==> config.mk <==
export PLATFORM = sky130hd
export DESIGN_NAME = usb_ep_ctrl_multi
export DESIGN_NICKNAME = d
export VERILOG_FILES = /design/src/rtl/usb_pkg.sv /design/src/rtl/usb_ep_state.sv /design/src/rtl/usb_ep_ctrl_multi.sv
export SDC_FILE = /design/constraint.sdc
export NUM_CORES = 1
export LEC_CHECK = 0
export CELL_PAD_IN_SITES_DETAIL_PLACEMENT = 1
export CELL_PAD_IN_SITES_GLOBAL_PLACEMENT = 2
export CORE_MARGIN = 5
export CORE_UTILIZATION = 29
export CTS_BUF_LIST = sky130_fd_sc_hd__clkbuf_2
export CTS_CLUSTER_DIAMETER = 40
export DETAILED_ROUTE_END_ITERATION = 10
export HOLD_SLACK_MARGIN = 0.15
export PLACE_DENSITY = 0.87
export SYNTH_ARGS = -nofsm -noshare
export SYNTH_HDL_FRONTEND = slang
export SYNTH_SLANG_ARGS = --single-unit
==> constraint.sdc <==
create_clock -name clk -period 6.6 [get_ports clk]
set_clock_uncertainty 0.2 [all_clocks]
set_input_delay 0.66 -clock clk [delete_from_list [all_inputs] [get_ports clk]]
set_output_delay 0.66 -clock clk [all_outputs]
set_load 0.01 [all_outputs]
==> src/rtl/usb_pkg.sv <==
// usb_pkg: PID codes, token field offsets and controller state encoding
package usb_pkg;
  localparam logic [7:0] PID_SETUP = 8'h2D;
  localparam logic [7:0] PID_OUT   = 8'hE1;
  localparam logic [7:0] PID_IN    = 8'h69;
  localparam logic [7:0] PID_ACK   = 8'hD2;
  localparam logic [7:0] PID_NAK   = 8'h5A;
  localparam logic [7:0] PID_STALL = 8'h1E;
  localparam logic [7:0] PID_DATA0 = 8'hC3;
  localparam logic [7:0] PID_DATA1 = 8'h4B;
  localparam int TOK_PID  = 0;
  localparam int TOK_ADDR = 8;
  localparam int TOK_ENDP = 15;
  typedef enum logic [2:0] {IDLE, RX_DATA, HS_START, HS_WAIT, TX_START, TX_DATA, TX_WAIT_ACK} state_t;
endpackage

==> src/rtl/usb_ep_state.sv <==
// usb_ep_state: per-endpoint DATA0/DATA1 toggle bits
module usb_ep_state #(
  parameter int N_EP = 4,
  parameter int EPW = 2
) (
  input  logic           clk,
  input  logic           rst,
  input  logic           set_en,
  input  logic [EPW-1:0] set_ep,
  input  logic           flip_en,
  input  logic [EPW-1:0] flip_ep,
  input  logic [EPW-1:0] rd_ep,
  output logic           rd_tog
);
  logic [N_EP-1:0] tog;
  always_ff @(posedge clk) begin
    if (rst) tog <= '0;
    else begin
      if (set_en) tog[set_ep] <= 1'b1;
      if (flip_en) tog[flip_ep] <= ~tog[flip_ep];
    end
  end
  assign rd_tog = tog[rd_ep];
endmodule

==> src/rtl/usb_ep_ctrl_multi.sv <==
// usb_ep_ctrl_multi: multi-endpoint USB token/data/handshake controller
module usb_ep_ctrl_multi import usb_pkg::*; #(
  parameter int N_EP = 4,
  parameter int BUF_DEPTH = 64,
  parameter int ACK_TIMEOUT = 1000,
  localparam int LENW = $clog2(BUF_DEPTH + 1)
) (
  input  logic                 clk,
  input  logic                 rst,
  input  logic [6:0]           dev_addr,
  input  logic [23:0]          token_in,
  input  logic                 token_in_strb,
  input  logic [7:0]           data_in,
  input  logic                 data_in_strb,
  input  logic                 data_in_end,
  input  logic                 data_in_fail,
  input  logic [N_EP-1:0]      ep_stall,
  input  logic [N_EP-1:0]      rx_busy,
  input  logic [N_EP-1:0]      tx_ready,
  input  logic [N_EP*LENW-1:0] tx_len,
  output logic                 rx_wr_en,
  output logic [LENW-1:0]      rx_wr_addr,
  output logic [7:0]           rx_wr_data,
  output logic                 rx_done,
  output logic [3:0]           rx_ep,
  output logic [LENW-1:0]      rx_len,
  output logic                 rx_setup,
  output logic                 tx_rd_en,
  output logic [3:0]           tx_rd_ep,
  output logic [LENW-1:0]      tx_rd_addr,
  input  logic [7:0]           tx_rd_data,
  output logic                 tx_done,
  output logic [7:0]           data_o,
  output logic                 data_o_start_stop,
  input  logic                 data_o_strb,
  input  logic                 data_o_fail
);
  localparam int EPW = N_EP > 1 ? $clog2(N_EP) : 1;
  localparam int TW = $clog2(ACK_TIMEOUT + 1);
  localparam logic [LENW-1:0] MAXLEN = LENW'(BUF_DEPTH);
  localparam logic [TW-1:0] TMAX = TW'(ACK_TIMEOUT - 1);
  state_t state, nxt;
  logic [EPW-1:0] ep_q, tep;
  logic [LENW-1:0] cnt, idx, len_q;
  logic [TW-1:0] tmr;
  logic [7:0] hs_pid, byte_q, tok_pid;
  logic [3:0] tok_ep;
  logic setup_q, pid_seen, pid_odd, rd_vld, tog, tok_ok, tx_last, rx_blk;
  logic rx_end, rx_commit, ack_ok, set_en, flip_en, unused_crc;
  assign unused_crc = ^token_in[23:19];
  assign tok_pid = token_in[TOK_PID+:8];
  assign tok_ep = token_in[TOK_ENDP+:4];
  assign tep = EPW'(tok_ep);
  assign tok_ok = token_in_strb && token_in[TOK_ADDR+:7] == dev_addr && 5'(tok_ep) < 5'(N_EP) &&
                  (tok_pid == PID_SETUP || tok_pid == PID_OUT || tok_pid == PID_IN);
  assign tx_last = len_q == '0 || idx == len_q - 1'b1;
  assign rx_blk = !setup_q && (ep_stall[ep_q] || rx_busy[ep_q]);
  assign rx_end = state == RX_DATA && !data_in_fail && !data_in_strb && data_in_end && pid_seen;
  assign rx_commit = rx_end && (setup_q || (!rx_blk && pid_odd == tog));
  assign ack_ok = state == TX_WAIT_ACK && token_in_strb && tok_pid == PID_ACK && !data_o_fail;
  assign set_en = rx_end && setup_q;
  assign flip_en = (rx_commit && !setup_q) || ack_ok;
  assign tx_rd_ep = 4'(ep_q);
  usb_ep_state #(.N_EP(N_EP), .EPW(EPW)) u_state (
    .clk(clk), .rst(rst), .set_en(set_en), .set_ep(ep_q), .flip_en(flip_en),
    .flip_ep(ep_q), .rd_ep(ep_q), .rd_tog(tog)
  );
  always_comb begin
    nxt = state;
    data_o = '0;
    data_o_start_stop = 1'b0;
    tx_rd_en = 1'b0;
    tx_rd_addr = '0;
    case (state)
      IDLE: if (tok_ok) nxt = tok_pid != PID_IN ? RX_DATA : (ep_stall[tep] || !tx_ready[tep]) ? HS_START : TX_START;
      RX_DATA: begin
        if (data_in_fail) nxt = IDLE;
        else if (data_in_strb) nxt = (!pid_seen && data_in != PID_DATA0 && data_in != PID_DATA1) ||
                                     (pid_seen && cnt == MAXLEN) ? IDLE : RX_DATA;
        else if (data_in_end) nxt = pid_seen ? HS_START : IDLE;
      end
      HS_START: begin
        data_o = hs_pid;
        data_o_start_stop = 1'b1;
        nxt = HS_WAIT;
      end
      HS_WAIT: begin
        data_o_start_stop = data_o_strb;
        nxt = data_o_strb ? IDLE : HS_WAIT;
      end
      TX_START: begin
        data_o = tog ? PID_DATA1 : PID_DATA0;
        data_o_start_stop = 1'b1;
        tx_rd_en = 1'b1;
        nxt = data_o_fail ? IDLE : TX_DATA;
      end
      TX_DATA: begin
        data_o = rd_vld ? tx_rd_data : byte_q;
        tx_rd_addr = idx + 1'b1;
        data_o_start_stop = data_o_strb && tx_last;
        tx_rd_en = data_o_strb && !tx_last;
        nxt = data_o_fail ? IDLE : (data_o_strb && tx_last) ? TX_WAIT_ACK : TX_DATA;
      end
      TX_WAIT_ACK: nxt = (data_o_fail || token_in_strb || tmr == TMAX) ? IDLE : TX_WAIT_ACK;
      default: nxt = IDLE;
    endcase
  end
  always_ff @(posedge clk) begin
    if (rst) begin
      state <= IDLE;
      {ep_q, cnt, idx, len_q, tmr, hs_pid, byte_q} <= '0;
      {setup_q, pid_seen, pid_odd, rd_vld} <= '0;
      {rx_wr_en, rx_wr_addr, rx_wr_data, rx_done, rx_ep, rx_len, rx_setup, tx_done} <= '0;
    end else begin
      state <= nxt;
      rx_wr_en <= 1'b0;
      rx_done <= rx_commit;
      tx_done <= ack_ok;
      rd_vld <= tx_rd_en;
      if (rd_vld) byte_q <= tx_rd_data;
      tmr <= state == TX_WAIT_ACK ? tmr + 1'b1 : '0;
      if (state == IDLE && tok_ok) begin
        ep_q <= tep;
        setup_q <= tok_pid == PID_SETUP;
        pid_seen <= 1'b0;
        cnt <= '0;
        idx <= '0;
        len_q <= tx_len[int'(tep)*LENW+:LENW];
        hs_pid <= ep_stall[tep] ? PID_STALL : PID_NAK;
      end
      if (state == RX_DATA && data_in_strb && !data_in_fail) begin
        if (!pid_seen) begin
          pid_seen <= 1'b1;
          pid_odd <= data_in == PID_DATA1;
        end else if (cnt != MAXLEN) begin
          rx_wr_en <= !rx_blk;
          rx_wr_addr <= cnt;
          rx_wr_data <= data_in;
          cnt <= cnt + 1'b1;
        end
      end
      if (rx_end) hs_pid <= setup_q ? PID_ACK : ep_stall[ep_q] ? PID_STALL : rx_busy[ep_q] ? PID_NAK : PID_ACK;
      if (rx_commit) begin
        rx_ep <= 4'(ep_q);
        rx_len <= cnt;
        rx_setup <= setup_q;
      end
      if (state == TX_DATA && data_o_strb && !tx_last) idx <= idx + 1'b1;
    end
  end
endmodule

# After elaboration in Yosys (flattened, before gate mapping)
# Cells that the tools add are included.
# classes
n_reduce_logical	54
n_addsub	4
mux	51
bitwise_logic	6
shifts	1
mul	1
order_cmp	4
eq_ne	22
# op_table
cell	n
$mux W7	8
$mux W8	7
$shiftx A28 B6 Y7	1
$mux W3	9
$logic_and A1 B1 Y1	26
$pmux W8 S3	1
$pmux W3 S7	1
$eq A8 B7 Y1 const B	2
$eq A8 B8 Y1 const B	2
$ne A8 B7 Y1 const B	2
$add A7 B1 Y7 const B	2
$eq A7 B7 Y1	2
$mux W4	3
$add A10 B1 Y10 const B	1
$bmux W1 S2	5
$eq A10 B10 Y1 const B	1
$logic_or A1 B1 Y1	10
$mux W1	10
$eq A3 B3 Y1 const B	3
$eq A8 B6 Y1 const B	1
$logic_not A1 Y1	8
$ne A8 B8 Y1 const B	1
$eq A7 B7 Y1 const B	1
$logic_not A7 Y1	1
24 further kinds	35
# totals
word_cells	164
register_bits	88
out_inout_bits	51

# Depth between registers and ports, before layout
# depth
ltp_word	11
mapped_depth	10

# By module
# A second synthesis with hierarchy kept.
# hier_totals
cells_unflattened	515
hier_area_um2	4438.0
# by_module_without_submodules
mod	cells_per_inst	area_each_um2	seq_area_each_um2	instances
usb_ep_ctrl_multi	496	4225.3	1621.6	1
usb_ep_state	19	212.7	80.1	1

# Worst setup path after synthesis
# Ideal clock, no wire load.
# synth_path
path_type	register to output
start	register len_q[0]
end	output port data_o_start_stop
stages_incl_launch_ff	10
setup_slack_ns	3.899
arrival_time_ns	1.841
n_path_buf	0
t_required_ns	5.740
cell_sequence	dfxtp_1 -> inv_1 -> ha_1 -> nand2b_1 -> nor4_1 -> mux2_2 -> nor3_1 -> or2_2 -> o21ai_0 -> a2bb2oi_1
# synth_between
elab_chain_len	5
elab_cells_between_ends	6
classes_between	add/sub (1); eq/ne (1); mux (1); reduce/logical (3)
# synth_rtl
item	line_no	text
from (decl)	usb_ep_ctrl_multi.sv:44	logic [LENW-1:0] cnt, idx, len_q;
from (signal assigned)	usb_ep_ctrl_multi.sv:128	len_q <= tx_len[int'(tep)*LENW+:LENW];
$sub A7 B1 Y7	usb_ep_ctrl_multi.sv:56	assign tx_last = len_q == '0 || idx == len_q - 1'b1;
$eq A7 B7 Y1	usb_ep_ctrl_multi.sv:56	
$logic_or A1 B1 Y1 *	usb_ep_ctrl_multi.sv:56	
$logic_and A1 B1 Y1 *	usb_ep_ctrl_multi.sv:100	data_o_start_stop = data_o_strb && tx_last;
$pmux W1 S3 *	usb_ep_ctrl_multi.sv:74	case (state)
to (decl)	usb_ep_ctrl_multi.sv:34	output logic data_o_start_stop,
# Every way passes the cells marked *; elsewhere a longest branch is shown, timed or not.

# Final worst setup path
# Ends and elaborated chain as after synthesis.

==> flow_results.org <==
** Outcome
- Result of the run :: complete, no violations

** Yosys
- Distinct cell type count after synthesis :: 57
- The share of synthesized area in the top cell type comes to 0.382.
- Register bit total from synthesis :: 85
- In this run the cell area of the synthesized design comes to 4450 µm².
- Share of synthesized area occupied by flip-flops and latches :: 0.382
- In the synthesized netlist, the cells that appear most often are sky130_fd_sc_hd__dfxtp_1, sky130_fd_sc_hd__nor2_1, sky130_fd_sc_hd__nand2_1.
- Post-synthesis cell count :: 515
- Of the total synthesized cell area, the portion taken by AND, OR, NAND and NOR gates is 0.243.
- Number of enable flip-flop cells after synthesis :: 0
- Share of synthesized area spent on multiplexers :: 0.124
- Number of warnings issued by yosys :: 0
- By area, the combinational part of the netlist is dominated by simple AND/OR/NAND/NOR gates.
- Summed over all instances, the cell type with the most area after synthesis is sky130_fd_sc_hd__dfxtp_1.
- Top area cells in the synthesized netlist :: sky130_fd_sc_hd__dfxtp_1, sky130_fd_sc_hd__mux2i_1, sky130_fd_sc_hd__mux4_2
- In the synthesized netlist the async set-or-reset flop fraction comes to 0.
- The compound-gate portion of the synthesized area came to 0.145.
- Post-synthesis xor/xnor area fraction :: 0.0433
- Synthesized area divided by synthesized cell count :: approximately 8.6 µm²
- Most numerous cell in the Yosys netlist :: sky130_fd_sc_hd__dfxtp_1
- Adder-cell share of the synthesized area :: 0.0141
- For this run, the leading register cell type out of synthesis is sky130_fd_sc_hd__dfxtp_1.

** STA
- Final hold slack :: 0.271 ns
- Max-slew violation count :: 0
- Setup violations remaining at the end of the flow were counted as 0.
- Once routing completed, OpenROAD measured the worst setup slack at 2.50 ns.
- After routing, the total negative slack on setup checks comes to 0 ns.
- Highest achievable clock rate :: 244 MHz
- At the pin with the least slew margin, the transition time is 1.07 ns.
- Unrepaired setup endpoints after global routing :: no
- In the finished design, the share of the clock period the worst path needs comes to 0.621.
- Relative slew margins :: 0.283
- The number of failing hold endpoints at the final stage came to 0.
- The smallest clock period supported by the final layout is computed as 4.10 ns.

** GRT
- Largest net degree at the start of global routing :: 75
- The number of antenna violations at the first check in global routing came to 0.
- The first global-routing pass estimated 22300 µm of wire.
- Global routing finished with a remaining overflow of 0.
- The via count of the first global-routing pass came to about 4500.
- Combined global-route utilization of all metal layers :: 0.153

** Place
- Port-buffer cells :: around 140
- Prior to clock tree synthesis, the placed netlist has a worst setup slack of 2.89 ns.
- Post-DP HPWL :: between 10000 and 15000 µm
- RePlAce Congestion :: 0.826
- Total placed cells including tap cells :: 812

** Power and ir drop
- Portion of total power attributed to sequential cells :: 0.613
- Sw Pwr :: 210 µW
- For this design the ratio of total power to cell area is around 140 nW/µm².
- Of the total power, the share spent switching nets is 0.250.
- Static Leak :: 0.00208 µW
- P_int :: 630 µW
- IR analysis of the VDD net gives a maximum drop of roughly 67 µV.
- Of the total power, combinational logic draws 0.113.
- Clk pwr share :: 0.275

** Layout
- Share of final-layout standard cells stronger than drive strength 1 :: 0.0641
- Leaving out filler cells and counting taps, the final layout contains 829.
- The area growth from synthesis to layout is 34.4%.
- The filler cells instantiated in the layout total 1773.
- The net count of the finished layout is 735.

** CTS
- Num Clock Sinks :: 85
- The number of gates resized after CTS was 0.
- Buffers inserted to repair hold after CTS numbered 0.
- In this run the number of H-tree levels came out at 3.
- The tree is rooted in a sky130_fd_sc_hd__clkbuf_2.
- In this run the deepest clock path goes through 2 buffers.
- Counting the buffers created by CTS gives 9.
- At the later pin of the worst-skew pair, clock insertion delay measures 0.54 ns.
- After clock tree synthesis, the clock-pin slew on the worst setup and hold paths is ~0.21 ns.
- TritonCTS built the clock tree.
- In this run the post-CTS setup repair buffer count came out at 0.

** Drt
- Antenna violation net count after detailed routing :: 0
- Total routed wirelength :: 14000 µm
- The final route contains about 4200 vias.
- DRC violations left :: 0
- Number of violations reported at the end of detailed-routing iteration 0 :: 144
- The first TritonRoute pass finished after 4 iterations.
- Via/cell ratio :: 5.05
- Average wire per cell in the routed design :: ~17 µm

** Hold path
- The min-delay analysis places its worst path in the category flop to flop.

** Setup path
- STA classifies the critical path startpoint as a flop.
- On the critical path, the stage with the largest delay is an instance of sky130_fd_sc_hd__clkdlybuf4s50_1.
- Data required time at the worst endpoint :: 5.74 ns
- WP data arrival :: around 3.2 ns
- Of all nets on the critical path, the largest fanout is 4.
- Worst Path Class, Setup :: flop to output pin
- Slowest stage delay, CP :: 0.59 ns
- Traced cell by cell, the critical path runs through inv_1 > ha_1 > nand2b_1 > nor4_1 > mux2_2 > nor3_1 > or2_2 > o21ai_0 > a2bb2oi_1 > clkdlybuf4s50_1.
- Worst setup EP type :: output pin

** Floorplan
- The total area inside the core boundary comes to approximately 15000 µm².
- The die covers around 18000 µm².
- Row Count :: 45
- In this run the count of I/O pins placed on the die edge is 146.
- Die height :: about 130 µm
- The die is 134 µm wide.
- The initial utilization of the core area, before any placement, comes to 0.294.

** Job
- Max-cap violations in this run came to 0.
worst max-delay path: cells and delay by family (launching register included):
family | cells | cell delay (ns)
AND/OR/NAND/NOR | 4 | 0.81
buffers and inverters | 2 | 0.66
multiplexers | 1 | 0.41
flip-flops | 1 | 0.40
AO/OA/AOI/OAI | 2 | 0.25
adder cells (fa/ha/maj) | 1 | 0.18
power groups by stage:
stage          combinational [µW]  sequential (µW)  clock [µW]
3_3_place_gp                 93.1              524           0
6_report                     94.6              515         231
5_1_grt                       101              515         268
4_1_cts                      95.8              515         245
3_5_place_dp                 95.4              524           0
2_1_floorplan                32.7              524           0
metal layers:
layer  wire, µm  GRT usage
met5          0          0
met4        132     0.0366
met3        944     0.0461
met2       6760      0.266
met1       6170      0.186
state kept, by name, summed over array words and instances (netlist names), 3 cells and up:
| register | cells |
|---|---|
| state | 3 |
| tmr | 10 |
| byte_q | 8 |
| rx_len | 7 |
| len_q | 7 |
| rx_wr_data | 8 |
| cnt | 7 |
| rx_wr_addr | 7 |
| hs_pid | 5 |
| idx | 7 |
| u_state.tog | 4 |
layout by cell type (no fill, tap or decap), types with 6 or more instances in the layout:
cell	instances
sky130_fd_sc_hd__a211oi_1	6
sky130_fd_sc_hd__a21oi_1	46
sky130_fd_sc_hd__and2_1	6
sky130_fd_sc_hd__and3_1	9
sky130_fd_sc_hd__clkbuf_2	12
sky130_fd_sc_hd__clkdlybuf4s50_1	135
sky130_fd_sc_hd__dfxtp_1	85
sky130_fd_sc_hd__inv_1	12
sky130_fd_sc_hd__mux2i_1	27
sky130_fd_sc_hd__mux4_2	12
sky130_fd_sc_hd__nand2_1	47
sky130_fd_sc_hd__nand2b_1	8
sky130_fd_sc_hd__nand3_1	15
sky130_fd_sc_hd__nand3b_1	10
sky130_fd_sc_hd__nor2_1	70
sky130_fd_sc_hd__nor2b_1	13
sky130_fd_sc_hd__nor3_1	8
sky130_fd_sc_hd__o21ai_0	17
sky130_fd_sc_hd__o22ai_1	6
sky130_fd_sc_hd__or3_1	6
sky130_fd_sc_hd__xnor2_1	16
sky130_fd_sc_hd__xor2_1	6
kinds of logic after synthesis:
logic type / after synthesis
buffers and inverters: 43
muxes: 40
AOI/OAI and AO/OA: 103
xor gates and xnor gates: 22
and+or+nand+nor: 216
DFF: 85
other: 1
adders and majority gates: 5
worst paths after layout:
kind / start / to / slack [ns] / cells after the start
worst max-delay path: len_q[0]$_SDFFE_PP0P_ / data_o_start_stop / 2.50 / 10
worst min register to register: rx_wr_addr[1]$_SDFFE_PP0P_ / rx_wr_addr[1]$_SDFFE_PP0P_ / 0.27 / 2
worst min-delay path: rx_wr_addr[1]$_SDFFE_PP0P_ / rx_wr_addr[1]$_SDFFE_PP0P_ / 0.27 / 2
worst max register to register: state[0]$_SDFFE_PP0P_ / u_state.tog[3]$_SDFF_PP0_ / 3.36 / 6
area by class of cell:
class / count / area [µm²] / area share
inverters: 12 / 45.0 / 0.00753
well taps: 188 / 235 / 0.0393
multi-input cells: 390 / 2550 / 0.426
flip-flops and latches: 85 / 1700 / 0.285
clock inverters: 4 / 25.0 / 0.00418
repair buffers: 137 / 1360 / 0.228
clock buffers: 12 / 60.1 / 0.0100
diodes: 1 / 2.50 / 0.000418
stage by stage:
stage          power (µW)  utilization  instance area (µm²)
4_1_cts               856        0.395                 5980
6_report              840        0.395                 5980
3_5_place_dp          620        0.389                 5890
2_1_floorplan         557            -                 4460
3_3_place_gp          618        0.389                 5890
5_1_grt               884        0.395                 5980
(Power assumes the default switching activity.)
